==> config.mk <==
export PLATFORM = sky130hd
export DESIGN_NAME = pll_lock_supervisor
export DESIGN_NICKNAME = d
export VERILOG_FILES = /design/src/rtl/pll_sup_pkg.sv /design/src/rtl/sync_2ff.sv /design/src/rtl/pll_lock_supervisor.sv
export SDC_FILE = /design/constraint.sdc
export NUM_CORES = 1
export LEC_CHECK = 0
export ABC_AREA = 1
export CELL_PAD_IN_SITES_DETAIL_PLACEMENT = 1
export CELL_PAD_IN_SITES_GLOBAL_PLACEMENT = 2
export CORE_ASPECT_RATIO = 0.6
export CORE_MARGIN = 1
export CORE_UTILIZATION = 34
export CTS_CLUSTER_SIZE = 20
export DETAILED_ROUTE_END_ITERATION = 7
export PLACE_DENSITY = 0.95
export RECOVER_POWER = 100
export SLEW_MARGIN = 20
export SYNTH_ARGS = -nofsm -noshare
export SYNTH_HDL_FRONTEND = slang
export SYNTH_SLANG_ARGS = --single-unit
==> constraint.sdc <==
create_clock -name clock_in -period 3 [get_ports clock_in]
set_input_delay 0.6 -clock clock_in [delete_from_list [all_inputs] [get_ports clock_in]]
set_output_delay 0.6 -clock clock_in [all_outputs]
set_load 0.05 [all_outputs]
==> src/rtl/pll_sup_pkg.sv <==
// Shared definitions for the PLL lock supervisor: state encoding and counter sizing.
package pll_sup_pkg;

  localparam int STATE_W = 3;

  localparam logic [STATE_W-1:0] ST_HOLD_RST  = 3'd0;
  localparam logic [STATE_W-1:0] ST_WAIT_LOCK = 3'd1;
  localparam logic [STATE_W-1:0] ST_STABILIZE = 3'd2;
  localparam logic [STATE_W-1:0] ST_RUN       = 3'd3;
  localparam logic [STATE_W-1:0] ST_FAIL      = 3'd4;

  // One spare bit above the largest timing parameter keeps terminal compares unambiguous.
  function automatic int cnt_width(input int a, input int b, input int c);
    int m;
    m = (a > b) ? a : b;
    m = (m > c) ? m : c;
    return $clog2(m) + 1;
  endfunction

endpackage

==> src/rtl/sync_2ff.sv <==
// Generic two-flop synchronizer with asynchronous active-high reset.
module sync_2ff #(
  parameter int W = 1
) (
  input  logic         clk_i,
  input  logic         rst_i,
  input  logic [W-1:0] d_i,
  output logic [W-1:0] q_o
);

  logic [W-1:0] meta_q;
  logic [W-1:0] sync_q;

  always_ff @(posedge clk_i or posedge rst_i) begin
    if (rst_i) begin
      meta_q <= '0;
      sync_q <= '0;
    end else begin
      meta_q <= d_i;
      sync_q <= meta_q;
    end
  end

  assign q_o = sync_q;

endmodule

==> src/rtl/pll_lock_supervisor.sv <==
// Brings up the PLL from the reference clock, qualifies LOCK, and gates the
// 60 MHz domain reset; retries on timeout and re-acquires on lock loss.
module pll_lock_supervisor
  import pll_sup_pkg::*;
#(
  parameter int RESET_CYCLES  = 10,
  parameter int LOCK_TIMEOUT  = 1000,
  parameter int STABLE_CYCLES = 64,
  parameter int MAX_RETRIES   = 3,
  parameter int CNT_W         = 8
) (
  input  logic               clock_in,
  input  logic               reset,
  input  logic               locked,
  input  logic               force_relock,
  output logic               pll_resetb,
  output logic               sys_reset,
  output logic               ready,
  output logic               failed,
  output logic [CNT_W-1:0]   retry_count,
  output logic [CNT_W-1:0]   loss_count,
  output logic [STATE_W-1:0] state
);

  localparam int CW = cnt_width(RESET_CYCLES, LOCK_TIMEOUT, STABLE_CYCLES);

  localparam logic [CW-1:0]    RST_LAST  = CW'(RESET_CYCLES - 1);
  localparam logic [CW-1:0]    TMO_LAST  = CW'(LOCK_TIMEOUT - 1);
  localparam logic [CW-1:0]    STB_LAST  = CW'(STABLE_CYCLES - 1);
  localparam logic [CNT_W-1:0] RETRY_MAX = CNT_W'(MAX_RETRIES);

  function automatic logic [CNT_W-1:0] sat_inc(input logic [CNT_W-1:0] v);
    return (&v) ? v : v + 1'b1;
  endfunction

  logic                 lock_s;
  logic [STATE_W-1:0]   state_q, state_d;
  logic [CW-1:0]        cnt_q, cnt_d;
  logic [CNT_W-1:0]     retry_q, retry_d;
  logic [CNT_W-1:0]     loss_q, loss_d;
  logic                 pll_resetb_q, sys_reset_q, ready_q, failed_q;

  sync_2ff #(.W(1)) u_lock_sync (
    .clk_i (clock_in),
    .rst_i (reset),
    .d_i   (locked),
    .q_o   (lock_s)
  );

  always_comb begin
    state_d = state_q;
    cnt_d   = cnt_q;
    retry_d = retry_q;
    loss_d  = loss_q;
    case (state_q)
      ST_HOLD_RST: begin
        if (force_relock) begin
          cnt_d = '0;
        end else if (cnt_q == RST_LAST) begin
          state_d = ST_WAIT_LOCK;
          cnt_d   = '0;
        end else begin
          cnt_d = cnt_q + 1'b1;
        end
      end
      ST_WAIT_LOCK: begin
        // Lock takes priority over a coincident timeout.
        if (force_relock) begin
          state_d = ST_HOLD_RST;
          cnt_d   = '0;
        end else if (lock_s) begin
          state_d = ST_STABILIZE;
          cnt_d   = '0;
        end else if (cnt_q == TMO_LAST) begin
          cnt_d = '0;
          if (retry_q == RETRY_MAX) begin
            state_d = ST_FAIL;
          end else begin
            state_d = ST_HOLD_RST;
            retry_d = sat_inc(retry_q);
          end
        end else begin
          cnt_d = cnt_q + 1'b1;
        end
      end
      ST_STABILIZE: begin
        if (force_relock) begin
          state_d = ST_HOLD_RST;
          cnt_d   = '0;
        end else if (!lock_s) begin
          state_d = ST_WAIT_LOCK;
          cnt_d   = '0;
        end else if (cnt_q == STB_LAST) begin
          state_d = ST_RUN;
          cnt_d   = '0;
          retry_d = '0;
        end else begin
          cnt_d = cnt_q + 1'b1;
        end
      end
      ST_RUN: begin
        // A lock drop coinciding with force_relock is still counted once.
        if (!lock_s) begin
          loss_d  = sat_inc(loss_q);
          state_d = ST_HOLD_RST;
          cnt_d   = '0;
        end else if (force_relock) begin
          state_d = ST_HOLD_RST;
          cnt_d   = '0;
        end
      end
      ST_FAIL: begin
        if (force_relock) begin
          state_d = ST_HOLD_RST;
          cnt_d   = '0;
          retry_d = '0;
        end
      end
      default: begin
        state_d = ST_HOLD_RST;
        cnt_d   = '0;
      end
    endcase
  end

  always_ff @(posedge clock_in or posedge reset) begin
    if (reset) begin
      state_q      <= ST_HOLD_RST;
      cnt_q        <= '0;
      retry_q      <= '0;
      loss_q       <= '0;
      pll_resetb_q <= 1'b0;
      sys_reset_q  <= 1'b1;
      ready_q      <= 1'b0;
      failed_q     <= 1'b0;
    end else begin
      state_q      <= state_d;
      cnt_q        <= cnt_d;
      retry_q      <= retry_d;
      loss_q       <= loss_d;
      // Outputs decode the next state so they change on the same edge as the state.
      pll_resetb_q <= (state_d == ST_WAIT_LOCK) || (state_d == ST_STABILIZE) ||
                      (state_d == ST_RUN);
      sys_reset_q  <= (state_d != ST_RUN);
      ready_q      <= (state_d == ST_RUN);
      failed_q     <= (state_d == ST_FAIL);
    end
  end

  assign pll_resetb  = pll_resetb_q;
  assign sys_reset   = sys_reset_q;
  assign ready       = ready_q;
  assign failed      = failed_q;
  assign retry_count = retry_q;
  assign loss_count  = loss_q;
  assign state       = state_q;

endmodule

After elaboration in Yosys (flattened, before gate mapping)
Cells that the tools add are included.

Register bits: 36. Bits of input ports: 4. Logic and storage cells: 78.

Multiplexer cells: 33. Add/sub/neg operators: 3. Reduce and logical (&&, ||, !) cells: 8. Equality and inequality tests: 22. Bitwise operators: 2.

Operator list (number): 11-bit 2-to-1 mux (10); 8-bit 2-to-1 mux (9); 11-bit one-hot mux with 5 select lines (1); 3-bit 2-to-1 mux (11); 8-bit one-hot mux with 3 select lines (1); 8-bit by 1-bit adder with 8-bit output, second input constant (2); 2-bit inequality test, second input constant (8); 8-bit AND reduction (2); 3-bit one-hot mux with 5 select lines (1); 3-bit by 2-bit == test with 1-bit output, second input constant (4); 11-bit by 1-bit adder with 11-bit output, second input constant (1); 11-bit by 10-bit == test with 1-bit output, second input constant (1); 11-bit by 4-bit == test with 1-bit output, second input constant (1); 11-bit by 6-bit == test with 1-bit output, second input constant (1); 10-bit AND reduction (1); 8-bit by 2-bit == test with 1-bit output, second input constant (1); 3-bit by 1-bit == test with 1-bit output, second input constant (2); 3-bit == test, second input constant (2); 3-bit logical NOT (1); 3-bit by 2-bit inequality test with 1-bit output, second input constant (1); 3-bit AND reduction (1); 3-bit nonzero test (1); 1-bit logical OR (2); 2-bit by 1-bit inequality test with 1-bit output, second input constant (1); 1-bit inverter (2).

Longest topological paths before layout
Word-level depth: 9. Mapped depth: 11. Mapped depth without buffers: 11.

By module
A second synthesis with hierarchy kept.

Cell total of the unflattened synthesis: 304. Area, all modules: 2189.6 sq um.

Modules (own cells, without submodules): pll_lock_supervisor (times used 1, area an instance 2135.8 sq um, sequential area each 852.1 sq um, cells each 301); sync_2ff (times used 1, area an instance 53.8 sq um, sequential area each 50.0 sq um, cells each 3).

Worst setup path after synthesis
Ideal clock, no wire load.

Kind: register -> register. Start point: register retry_q[0] (netlist: retry_count[0]). End point: register retry_q[2] (netlist: retry_count[2]). Buffers on the path: 0. Path slack: 1.139 ns. Setup time: 0.065 ns. Cell stages (with the launch flop): 10. Arrival time: 1.796 ns. Path through: dfrtp_1 ha_1 nand2_1 nor2_2 nand2_1 nor3_4 nor2_4 nand2_4 nand2_1 nand2_1.

Cells in the longest elaborated chain, start to end: 7. Elaborated cells on any way between the ends: 12. Those cells by class: add/sub (1); eq/ne (3); mux (6); reduce/logical (2).

Ends and longest elaborated chain: start, declared (line pll_lock_supervisor.sv:39) `logic [CNT_W-1:0] retry_q, retry_d;`; start signal, assigned (line pll_lock_supervisor.sv:139) `retry_q <= retry_d;`; 8-bit by 1-bit adder with 8-bit output (line pll_lock_supervisor.sv:33) `return (&v) ? v : v + 1'b1;`; 8-bit 2-to-1 mux (line pll_lock_supervisor.sv:33); 8-bit 2-to-1 mux (line pll_lock_supervisor.sv:76) `if (retry_q == RETRY_MAX) begin`; 8-bit 2-to-1 mux (line pll_lock_supervisor.sv:74) `end else if (cnt_q == TMO_LAST) begin`; 8-bit 2-to-1 mux (line pll_lock_supervisor.sv:71) `end else if (lock_s) begin`; 8-bit 2-to-1 mux (line pll_lock_supervisor.sv:68) `if (force_relock) begin`; 8-bit one-hot mux with 3 select lines (line pll_lock_supervisor.sv:55) `case (state_q)`.

Several ways; a longest one is shown, not always the timed one. The select of a mux whose other input is x is not followed. A chain may end at the register's enable or synchronous reset.

Worst setup path in the final report
Start point: input force_relock. End point: register retry_q[5] (netlist: retry_count[5]).

Cells in the longest elaborated chain, start to end: 2. Elaborated cells on any way between the ends: 4. Those cells by class: eq/ne (3); reduce/logical (1).

Ends and longest elaborated chain: start, declared (line pll_lock_supervisor.sv:15) `input logic force_relock,`; 2-bit inequality test (no line); 10-bit AND reduction (no line) *.

Mark *: on every way between the ends. The rest lies on a longest branch, timed or not.

==> run summary <==
area grow syn2layout: 18.4%
Hold Path Class: reg -> reg
achievable frequency: 0.417 GHz
maximum capacitance violations: 0
WL/cell: 14.9 um
pin count of the biggest net entering global routing: 37
RSZ-0062 raised after global routing: false
worst hold slack: 0.369 ns
largest cells by area after synthesis: dfrtp_1, nand2_1, nand3_1
register area share after synthesis: 39.9%
Detailed Place HPWL: 4860 um
first-pass GRT wire length: 10400 um
clock root cell: clkbuf_8
R2R cell count: 10
Worst Clk Skew: 0.00525 ns
cell taking the most area after synthesis: dfrtp_1
die area: 0.00699 sq mm
setup TNS: 0 ns
via count: 2109
Final WS setup: 0.600 ns
Hold Crit Endpoint: u_lock_sync.q_o
HP Start: u_lock_sync.meta_q
Post-synth top cells: nand2_1, dfrtp_1, nand3_1
design area: 0.00268 sq mm
CP Capture Type: register
Initial DRT Pass Iterations: 4
initial antenna violation count: 0
all-layer global routing usage: 19.9%
placed cell count: 416
Top FF cell, synth: dfrtp_1
Starting Density: 36.0%
Tcrit/Tclk final: 80.0%
gpl congestion: 0.820
TritonCTS Buffers: 5
Synthesis Warnings: 0
overall die height: 65.2 um
H-tree levels: 2
Post-Route WL: 6320 um
post-route insts no fill: 424
CTS tree: done
P_leak: 1.33 nW
Total Power: 0.998 mW
clk_lat worst skew: 0.29 ns
Core Rows: 22
worst slew pin tran: 0.929 ns
vias per cell: 4.97
Routed Antenna Nets: 0
Layout Nets: 347
critical path type: in -> reg
Slew Viols, Final: 0
DRT iter0 DRCs: 95
syn nets: 315
min Tclk post-route: 2.40 ns
share of layout cells above drive strength 1: 9.71%
DRC Markers: 0
CP Max Fanout: 9
Syn Inst Count: 307
crit path DAT: 2.57 ns
setup violators final: 0
CP startpoint kind: primary input
# IOs: 27
slew margin rel.: 38.0%
Netlist Area Pre-Place: 0.00226 sq mm
share of flip-flops with an asynchronous set or reset: 100%
Final Hold Viols: 0
fin util: 42.6%
WP data required: 3.17 ns
syn_area_per_cell: 7.36 sq um
antenna cells: 0
RR Startpoint: cnt_q[0]
Area after DPL: 0.00262 sq mm
area share of the largest cell type after synthesis: 38.7%
EDFF count, synth: 0
Reg-to-Reg End: retry_count[5]
vias in the first global route: 2074
post-synth cell types: 30
run status: finished, final reports clean
Peak VDD IR: 0.000178 V
Power per Cell Area: 373 mW/mm^2
clk sinks: 36
core box area: 0.00628 sq mm
FF-to-FF setup slack: 0.75 ns
most numerous cell in the Yosys netlist: nand2_1
post-synthesis register bit count: 36
CTS Buffer Depth: 2
overflow left after global routing: 0
I/O Buffers: 26
Clock transition at path regs: 0.07 ns
Post CTS Setup Buffer Count: 0
Hold Buf Count CTS: 0
Post-CTS Resized: 0
Hold Path Cell Cnt: 0
setup slack at placement: 0.842 ns
die width: 107 um
-- cell type report --
type,count,area [sq um]
flip-flops and latches,36,902
inverters,36,135
clock buffers,6,72.6
clock inverters,2,35.0
repair buffers,27,265
fillers,798,3600
multi-input cells,233,1160
well taps,84,105
-- state kept, by name (all words and copies together), names as in the netlist --
name and cells:
loss_count 8, state 3, retry_count 8, ready 1
pll_resetb 1, cnt_q 11, u_lock_sync.q_o 1, u_lock_sync.meta_q 1
failed 1, sys_reset 1
-- routing by layer --
layer	GRT usage, %	up-vias	wire [um]
li1	-	1044	-
met4	5.65	0	79
met5	0	-	0
met1	29.5	1006	3270
met2	29.1	52	2570
met3	4.07	7	400
-- cells by family after synthesis --
| family | after synthesis | synth area share (%) |
|---|---|---|
| compound gates | 25 | 6.20 |
| xor+xnor | 11 | 4.26 |
| fa+ha+maj | 4 | 2.21 |
| buf+inv | 38 | 6.70 |
| flops | 36 | 39.9 |
| simple gates | 193 | 40.7 |
-- layout by cell type (no fill, tap or decap) --
cell type	synthesis	final
nand3_1	28	30
nand2_1	99	100
clkbuf_8	0	5
or2_2	1	1
xor2_1	5	5
nor3_1	6	6
nor2_2	4	3
nor2_1	26	28
nor2_4	3	3
clkbuf_2	0	1
nand3_2	4	2
bufinv_16	0	1
o21ai_0	4	4
nor4_1	0	1
dfrtp_1	35	35
o21ai_2	1	1
inv_2	9	5
inv_1	26	29
nand2_2	8	8
nor3b_1	3	3
clkinv_2	0	1
dlygate4sd3_1	0	26
nor3_4	1	1
clkbuf_1	0	1
dfstp_2	1	1
ha_1	4	4
xnor2_1	6	6
clkinv_1	1	2
a21oi_1	17	17
o21bai_1	2	3
nand4_1	7	7
-- worst max-delay path by stage --
stage / slack [ns] / end / depth (start not counted) / startpoint
finish: 0.60 / retry_count[5] / 8 / force_relock
detailed placement: 0.84 / retry_count[5] / 8 / force_relock
global placement: 0.89 / retry_count[4] / 8 / force_relock
CTS: 0.70 / state[1] / 1 / state[1]
global route: 0.45 / retry_count[0] / 8 / force_relock
floorplan: 1.14 / retry_count[2] / 9 / retry_count[0]
-- worst max-delay path, cell delays in order --
cell and delay, ns:
dlygate4sd3_1 0.68, a21oi_1 0.11, a21oi_1 0.16, nand2_2 0.06, nor2_1 0.42, nand2_1 0.33, nand2_1 0.14, nand2_1 0.06
-- power breakdown --
group          leakage (nW)  switching, mW  internal (mW)
clock                0.0552          0.178          0.247
sequential            0.491         0.0124          0.494
combinational         0.788         0.0468         0.0208
Power figures use the tool's default switching activity.
